<file path="src/rtl/wb_arbiter_rr.sv">
// Round-robin Wishbone arbiter: N masters share one slave, bus locked while the owner holds m_cyc.
// Includes an optional stalled-strobe timeout that answers the owner with a bus error.
module wb_arbiter_rr #(
    parameter int NUM_MASTERS = 2,
    parameter int AW          = 32,
    parameter int DW          = 32,
    parameter int TIMEOUT     = 255
) (
    input  logic                          wb_clk,
    input  logic                          wb_rst,
    input  logic [NUM_MASTERS*AW-1:0]     m_adr,
    input  logic [NUM_MASTERS*DW-1:0]     m_dat,
    input  logic [NUM_MASTERS*(DW/8)-1:0] m_sel,
    input  logic [NUM_MASTERS-1:0]        m_we,
    input  logic [NUM_MASTERS-1:0]        m_cyc,
    input  logic [NUM_MASTERS-1:0]        m_stb,
    output logic [DW-1:0]                 m_rdt,
    output logic [NUM_MASTERS-1:0]        m_ack,
    output logic [NUM_MASTERS-1:0]        m_err,
    output logic [AW-1:0]                 s_adr,
    output logic [DW-1:0]                 s_dat,
    output logic [DW/8-1:0]               s_sel,
    output logic                          s_we,
    output logic                          s_cyc,
    output logic                          s_stb,
    input  logic [DW-1:0]                 s_rdt,
    input  logic                          s_ack,
    input  logic                          s_err,
    output logic [NUM_MASTERS-1:0]        grant
);

    localparam int IW = $clog2(NUM_MASTERS);
    localparam int CW = (TIMEOUT > 0) ? $clog2(TIMEOUT + 1) : 1;

    typedef enum logic {IDLE, BUSY} state_t;

    state_t        state;
    logic [IW-1:0] owner;
    logic [IW-1:0] last;
    logic [IW-1:0] winner;
    logic          found;
    logic [CW-1:0] cnt;
    logic          own_cyc;
    logic          own_stb;
    logic          active;
    logic          timeout_fire;

    // First requester scanning upward from last+1, wrapping.
    always_comb begin
        int unsigned cand;
        found  = 1'b0;
        winner = '0;
        cand   = 0;
        for (int unsigned k = 1; k <= NUM_MASTERS; k++) begin
            cand = (32'(last) + k) % NUM_MASTERS;
            if (!found && m_cyc[IW'(cand)]) begin
                found  = 1'b1;
                winner = IW'(cand);
            end
        end
    end

    // owner is held at 0 while idle, so the idle mux selects master 0.
    always_comb begin
        s_adr   = m_adr[AW-1:0];
        s_dat   = m_dat[DW-1:0];
        s_sel   = m_sel[DW/8-1:0];
        s_we    = m_we[0];
        own_cyc = m_cyc[0];
        own_stb = m_stb[0];
        for (int unsigned i = 1; i < NUM_MASTERS; i++) begin
            if (owner == IW'(i)) begin
                s_adr   = m_adr[i*AW +: AW];
                s_dat   = m_dat[i*DW +: DW];
                s_sel   = m_sel[i*(DW/8) +: DW/8];
                s_we    = m_we[i];
                own_cyc = m_cyc[i];
                own_stb = m_stb[i];
            end
        end
    end

    // Gating with wb_rst keeps the reset cycle itself silent towards masters and slave.
    assign active       = (state == BUSY) && !wb_rst;
    assign timeout_fire = (TIMEOUT != 0) && active && own_stb && (cnt == CW'(TIMEOUT))
                          && !s_ack && !s_err;

    assign s_cyc = active && own_cyc;
    assign s_stb = active && own_stb && !timeout_fire;
    assign m_rdt = s_rdt;
    assign m_ack = {NUM_MASTERS{active && s_ack}} & grant;
    assign m_err = {NUM_MASTERS{active && (s_err || timeout_fire)}} & grant;

    always_ff @(posedge wb_clk) begin
        if (wb_rst) begin
            state <= IDLE;
            grant <= '0;
            owner <= '0;
            last  <= IW'(NUM_MASTERS - 1);
            cnt   <= '0;
        end else begin
            case (state)
                IDLE: begin
                    cnt <= '0;
                    if (found) begin
                        state <= BUSY;
                        owner <= winner;
                        last  <= winner;
                        grant <= NUM_MASTERS'(1) << winner;
                    end
                end
                BUSY: begin
                    if (!own_cyc) begin
                        state <= IDLE;
                        grant <= '0;
                        owner <= '0;
                        cnt   <= '0;
                    end else if (!own_stb || s_ack || s_err || timeout_fire) begin
                        cnt <= '0;
                    end else begin
                        cnt <= cnt + 1'b1;
                    end
                end
                default: state <= IDLE;
            endcase
        end
    end

endmodule
</file>
<file path="config.mk">
export PLATFORM = sky130hd
export DESIGN_NAME = wb_arbiter_rr
export DESIGN_NICKNAME = d
export VERILOG_FILES = /design/src/rtl/wb_arbiter_rr.sv
export SDC_FILE = /design/constraint.sdc
export NUM_CORES = 1
export LEC_CHECK = 0
export CORE_AREA = 2 2 111 113
export DETAILED_ROUTE_END_ITERATION = 6
export DIE_AREA = 0 0 113 115
export GPL_TIMING_DRIVEN = 0
export HOLD_SLACK_MARGIN = 0.06
export PLACE_DENSITY_LB_ADDON = 0.08
export SYNTH_ARGS = -nofsm -noshare
export SYNTH_HDL_FRONTEND = slang
export SYNTH_SLANG_ARGS = --single-unit
</file>
<file path="constraint.sdc">
create_clock -name wb_clk -period 1.9 [get_ports wb_clk]
set_input_delay 0.38 -clock wb_clk [delete_from_list [all_inputs] [get_ports wb_clk]]
set_output_delay 0.38 -clock wb_clk [all_outputs]
set_load 0.02 [all_outputs]
</file>
Word-level counts from Yosys, hierarchy flattened
Cells that the tools add are included.
{"block": "totals", "ff_bits": 13, "output_inout_bits": 109, "elab_cells": 65}
{"block": "op_classes", "n_lt_le_gt_ge": 2, "add_sub_neg": 3, "bitwise": 3, "shifts": 1, "reduce_logical": 22, "muxes": 26, "n_eq_ne": 3}
{"operator": "$mux 32", "count": 2}
{"operator": "$mux 8", "count": 2}
{"operator": "$pmux 8 s2", "count": 1}
{"operator": "$mux 1", "count": 15}
{"operator": "$logic_and 1x1->1", "count": 10}
{"operator": "$add 8x1->8 const B", "count": 1}
{"operator": "$eq 8x8->1 const B", "count": 1}
{"operator": "$logic_not 1->1", "count": 6}
{"operator": "$and 2x2->2", "count": 2}
{"operator": "$logic_or 1x1->1", "count": 4}
{"operator": "$lt 1x2->1 const B", "count": 2}
{"operator": "$mux 2", "count": 2}
{"operator": "$mux 4", "count": 1}
{"operator": "$ne 2x2->1 const B", "count": 2}
{"operator": "$pmux 1 s2", "count": 2}
{"operator": "$pmux 2 s2", "count": 1}
{"operator": "$reduce_and 2->1", "count": 2}
{"operator": "$add 1x1->1 const B", "count": 2}
{"operator": "$shl 1x1->2 const A", "count": 1}
{"operator": "$not 1->1", "count": 1}

Longest topological paths before layout
{"block": "depth", "ltp_word": 10, "depth_mapped": 4}

Least setup slack after synthesis
OpenSTA, ideal clock, no wires.
{"block": "synth_path", "path_type": "reg2out", "start": "reg cnt[0]", "end": "out m_err[0]", "n_path_buf": 0, "path_stages_with_launch": 5, "path_slack_ps": -118, "t_arrival_ps": 1638, "path_cell_list": "dfxtp_1 > ha_1 > nand3_1 > or4b_1 > a21oi_1"}
{"block": "synth_between", "elab_chain_cells": 7}
{"element": "start: declaration", "line": "42", "rtl": "logic [CW-1:0] cnt;"}
{"element": "start signal: assignment", "line": "121", "rtl": "cnt <= cnt + 1'b1;"}
{"element": "$eq 8x8->1", "line": "85", "rtl": "assign timeout_fire = (TIMEOUT != 0) && active && own_stb && (cnt == CW'(TIMEOUT))"}
{"element": "$logic_and 1x1->1", "line": "85"}
{"element": "$logic_and 1x1->1 (2 in a row)", "line": "86", "rtl": "&& !s_ack && !s_err;"}
{"element": "$logic_or 1x1->1", "line": "92", "rtl": "assign m_err = {NUM_MASTERS{active && (s_err || timeout_fire)}} & grant;"}
{"element": "$logic_and 1x1->1", "line": "92"}
{"element": "$and 2x2->2", "line": "92"}
{"element": "end: declaration", "line": "19", "rtl": "output logic [NUM_MASTERS-1:0] m_err,"}
No other way between the ends.

Final worst setup path
{"block": "layout_path", "start": "reg state", "end": "out m_err[0]"}
{"block": "layout_between", "elab_chain_cells": 8}
{"element": "start: declaration", "line": "37", "rtl": "state_t state;"}
{"element": "start signal: assignment", "line": "96", "rtl": "state <= IDLE;"}
{"element": "start signal: assignment", "line": "106", "rtl": "state <= BUSY;"}
{"element": "start signal: assignment", "line": "114", "rtl": "state <= IDLE;"}
{"element": "$logic_and 1x1->1 *", "line": "84", "rtl": "assign active = (state == BUSY) && !wb_rst;"}
{"element": "$logic_and 1x1->1 (2 in a row)", "line": "85"}
{"element": "$logic_and 1x1->1 (2 in a row)", "line": "86"}
{"element": "$logic_or 1x1->1", "line": "92"}
{"element": "$logic_and 1x1->1 *", "line": "92"}
{"element": "$and 2x2->2 *", "line": "92"}
Mark *: on every way between the ends. The rest lies on a longest branch, timed or not.

==> metrics.txt <==
fin cells=between 600 and 700; YS warnings=0; #FFs+latches synth=12; final setup violation count=2; total clock sinks=12; type of origin of the critical path=flop; Area Overhead vs Synth=179%; CTS clk-pin slew, worst paths=approximately 40 ps; WP data arrival=approximately 1800 ps; status=finished, violations left; Final Worst Setup Slack=-227 ps; Tightest Pin Transition=397 ps; Slew Viols, Final=0; EDFF count, synth=0; Die X=113 µm; Critical Path Sink Type=output pin; CTS root buffer=clkbuf_16; Final Hold Fails=0; I/O Buffers=~250; Clk pwr share=0.227; Setup WS pre-CTS=-1110 ps; Synth top cells by count=69 x mux2_1, 33 x buf_4, 12 x dfxtp_1, 8 x a21oi_1, 8 x buf_2; Initial DRT Pass Iterations=7; Pint=1270 µW; Comb pwr share=0.629; Tightest Hold Check Type=input port to flop; gr usage total=0.162; gr ovfl total=0; area share of the largest cell type after synthesis=0.465; # rows=40; layout cells sized above 1=0.357; sw frac=0.321; DR vias=roughly 2,400; clock buffer depth=2; Post-Route WL=11,500 µm; skew final=2.71 ps; total of max-cap violations=0; largest net degree at the start of global routing=11; top cell type by total area after synthesis=mux2_1; leakage power=0.00194 µW; Post-synth ARST share=0; clock tree from TritonCTS=built; Synth Instances=182; First DRT Iteration DRCs=64; Worst VDD drop=between 200 and 300 µV; clk_lat worst skew=240 ps; TritonCTS buffer count=3; power density cells=between 300 and 400 mW/mm²; Starting Density=0.142; Tot Pwr=between 1500 and 2000 µW; critical-path maximum fanout=2; vias per inst=4.02; placeable core area=0.0118 mm²; Synth Cell Area=about 0.0017 mm²; most numerous cell in the Yosys netlist=mux2_1; final core occ=0.395; final period utilization=1.12; Max Clk Rate=470 MHz; Synth cell types=31; Inst Count DP=583; # DRC=17; part of the Yosys area used for sequential elements=0.144; ys flop type=dfxtp_1; # diodes=0; die area=approximately 0.013 mm²; Worst Path Required=1520 ps; syn_area_per_cell=9.18 µm²; unrepaired setup endpoints after global routing=yes; critical-path cell list=or3b_1 > or4b_4 > a21oi_4 > buf_6; initial antenna violation count=0; dpl hpwl=between 9000 and 10,000 µm; # H-tree levels=1; die height=115 µm; failing checks=DRC, setup timing; CP max stage cell=or4b_4; WL per Instance=between 15 and 20 µm; GP Congestion=0.850; CP max stage delay=580 ps; antenna viol nets, final=0; syn nets=361; worst setup path class=flop to output pin; Sw Pwr=599 µW; Top Ports=287; vias in the first global route=2,475; power share of the sequential group=0.144; Synth area leaders=mux2_1 46%, buf_4 15%, dfxtp_1 14%, a21oi_1 2.4%, buf_2 2.4%; Tmin final=2130 ps; number of nets in the layout=634; Max-slew headroom=0.734; first-pass GRT wire length=15,700 µm
[repair_timing]
action,4_1_cts,5_1_grt
buffers inserted,6,4
cloned,1,5
gates resized for setup,377,39
hold buffers,0,0
setup endpoints to repair,75,56
pin swaps,4,4
[sequential cells by signal (all words and copies together), names as in the netlist]
register and flops:
cnt 8, last 1, state 1, grant 2
[placed cells by master, fill, tap and decap left out, types with 2 or more instances in the layout]
cell type / netlist / routed
a21oi_1: 8 / 6
nand4_1: 3 / 3
dfxtp_2: 0 / 4
or3_1: 2 / 2
clkbuf_16: 0 / 8
nand2_1: 5 / 5
dlygate4sd2_1: 0 / 6
nor2_1: 6 / 5
o21ai_0: 2 / 2
mux2_4: 0 / 15
a211oi_1: 2 / 2
buf_4: 33 / 42
nor3b_1: 2 / 2
nor3_1: 3 / 3
clkdlybuf4s50_1: 0 / 173
clkbuf_2: 0 / 2
dfxtp_1: 12 / 7
buf_2: 8 / 56
buf_12: 0 / 9
nand2b_1: 4 / 4
buf_6: 0 / 15
mux2_1: 69 / 56
xnor2_1: 2 / 2
nand3_1: 5 / 4
a21oi_4: 0 / 2
[path summary, 6_finish.rpt]
check / cells past startpoint / from / slack, ps / end
worst max-delay path: 4 / state / -230 / m_err[0]
worst min-delay path: 2 / wb_rst / 400 / grant[1]
worst max register to register: 5 / grant[1] / 390 / cnt[1]
worst min register to register: 1 / last / 510 / last
[metal layers]
metal / track usage / vias to the layer above / share of wire
li1: - / 1166 / -
met1: 0.175 / 1081 / 0.37
met2: 0.299 / 156 / 0.50
met3: 0.0675 / 12 / 0.12
met4: 0.0325 / 0 / 0.017
met5: 0 / - / 0
[power by group through the flow]
stage                     Clock (µW)  Sequential (µW)  Combinational (µW)
after CTS                        430              269                1120
after global routing             449              269                1230
final                            424              268                1170
after floorplan                    0              271                 464
after detailed placement           0              271                1150
after global placement             0              270                1150
[layout make-up]
type	count	area, µm²
inverter	1	3.75
tap	147	184
timing repair buffer	269	2500
fill	1208	7150
clock buffer	4	88.8
sequential	12	249
buffer	41	388
multi-input combinational	127	1250
[cells by family (layout without fill, tap and decap cells)]
logic type | count (synthesis) | after routing | share of synthesized area
buf+inv | 43 | 315 | 0.177
compound gates | 16 | 16 | 0.0591
fa+ha+maj | 1 | 1 | 0.00748
flops | 12 | 12 | 0.144
simple gates | 36 | 36 | 0.119
xor+xnor | 3 | 3 | 0.0157
mux | 71 | 71 | 0.478
[per-stage QoR]
step / setup TNS [ps] / cell area [µm²] / hold WS, ps
after floorplan: 0 / 1700 / 449
after global routing: -949 / 4660 / 424
after detailed placement: -31680 / 4420 / 483
after global placement: -29550 / 4420 / 472
after CTS: -1240 / 4470 / 406
final: -444 / 4660 / 403
[critical path: cells and delay by family (launching register included)]
family / cells / cell delay, ps
compound gates: 1 / 150
buf+inv: 1 / 130
simple gates: 2 / 920
flops: 1 / 310
No activity file was read; power rests on OpenSTA's default activity.
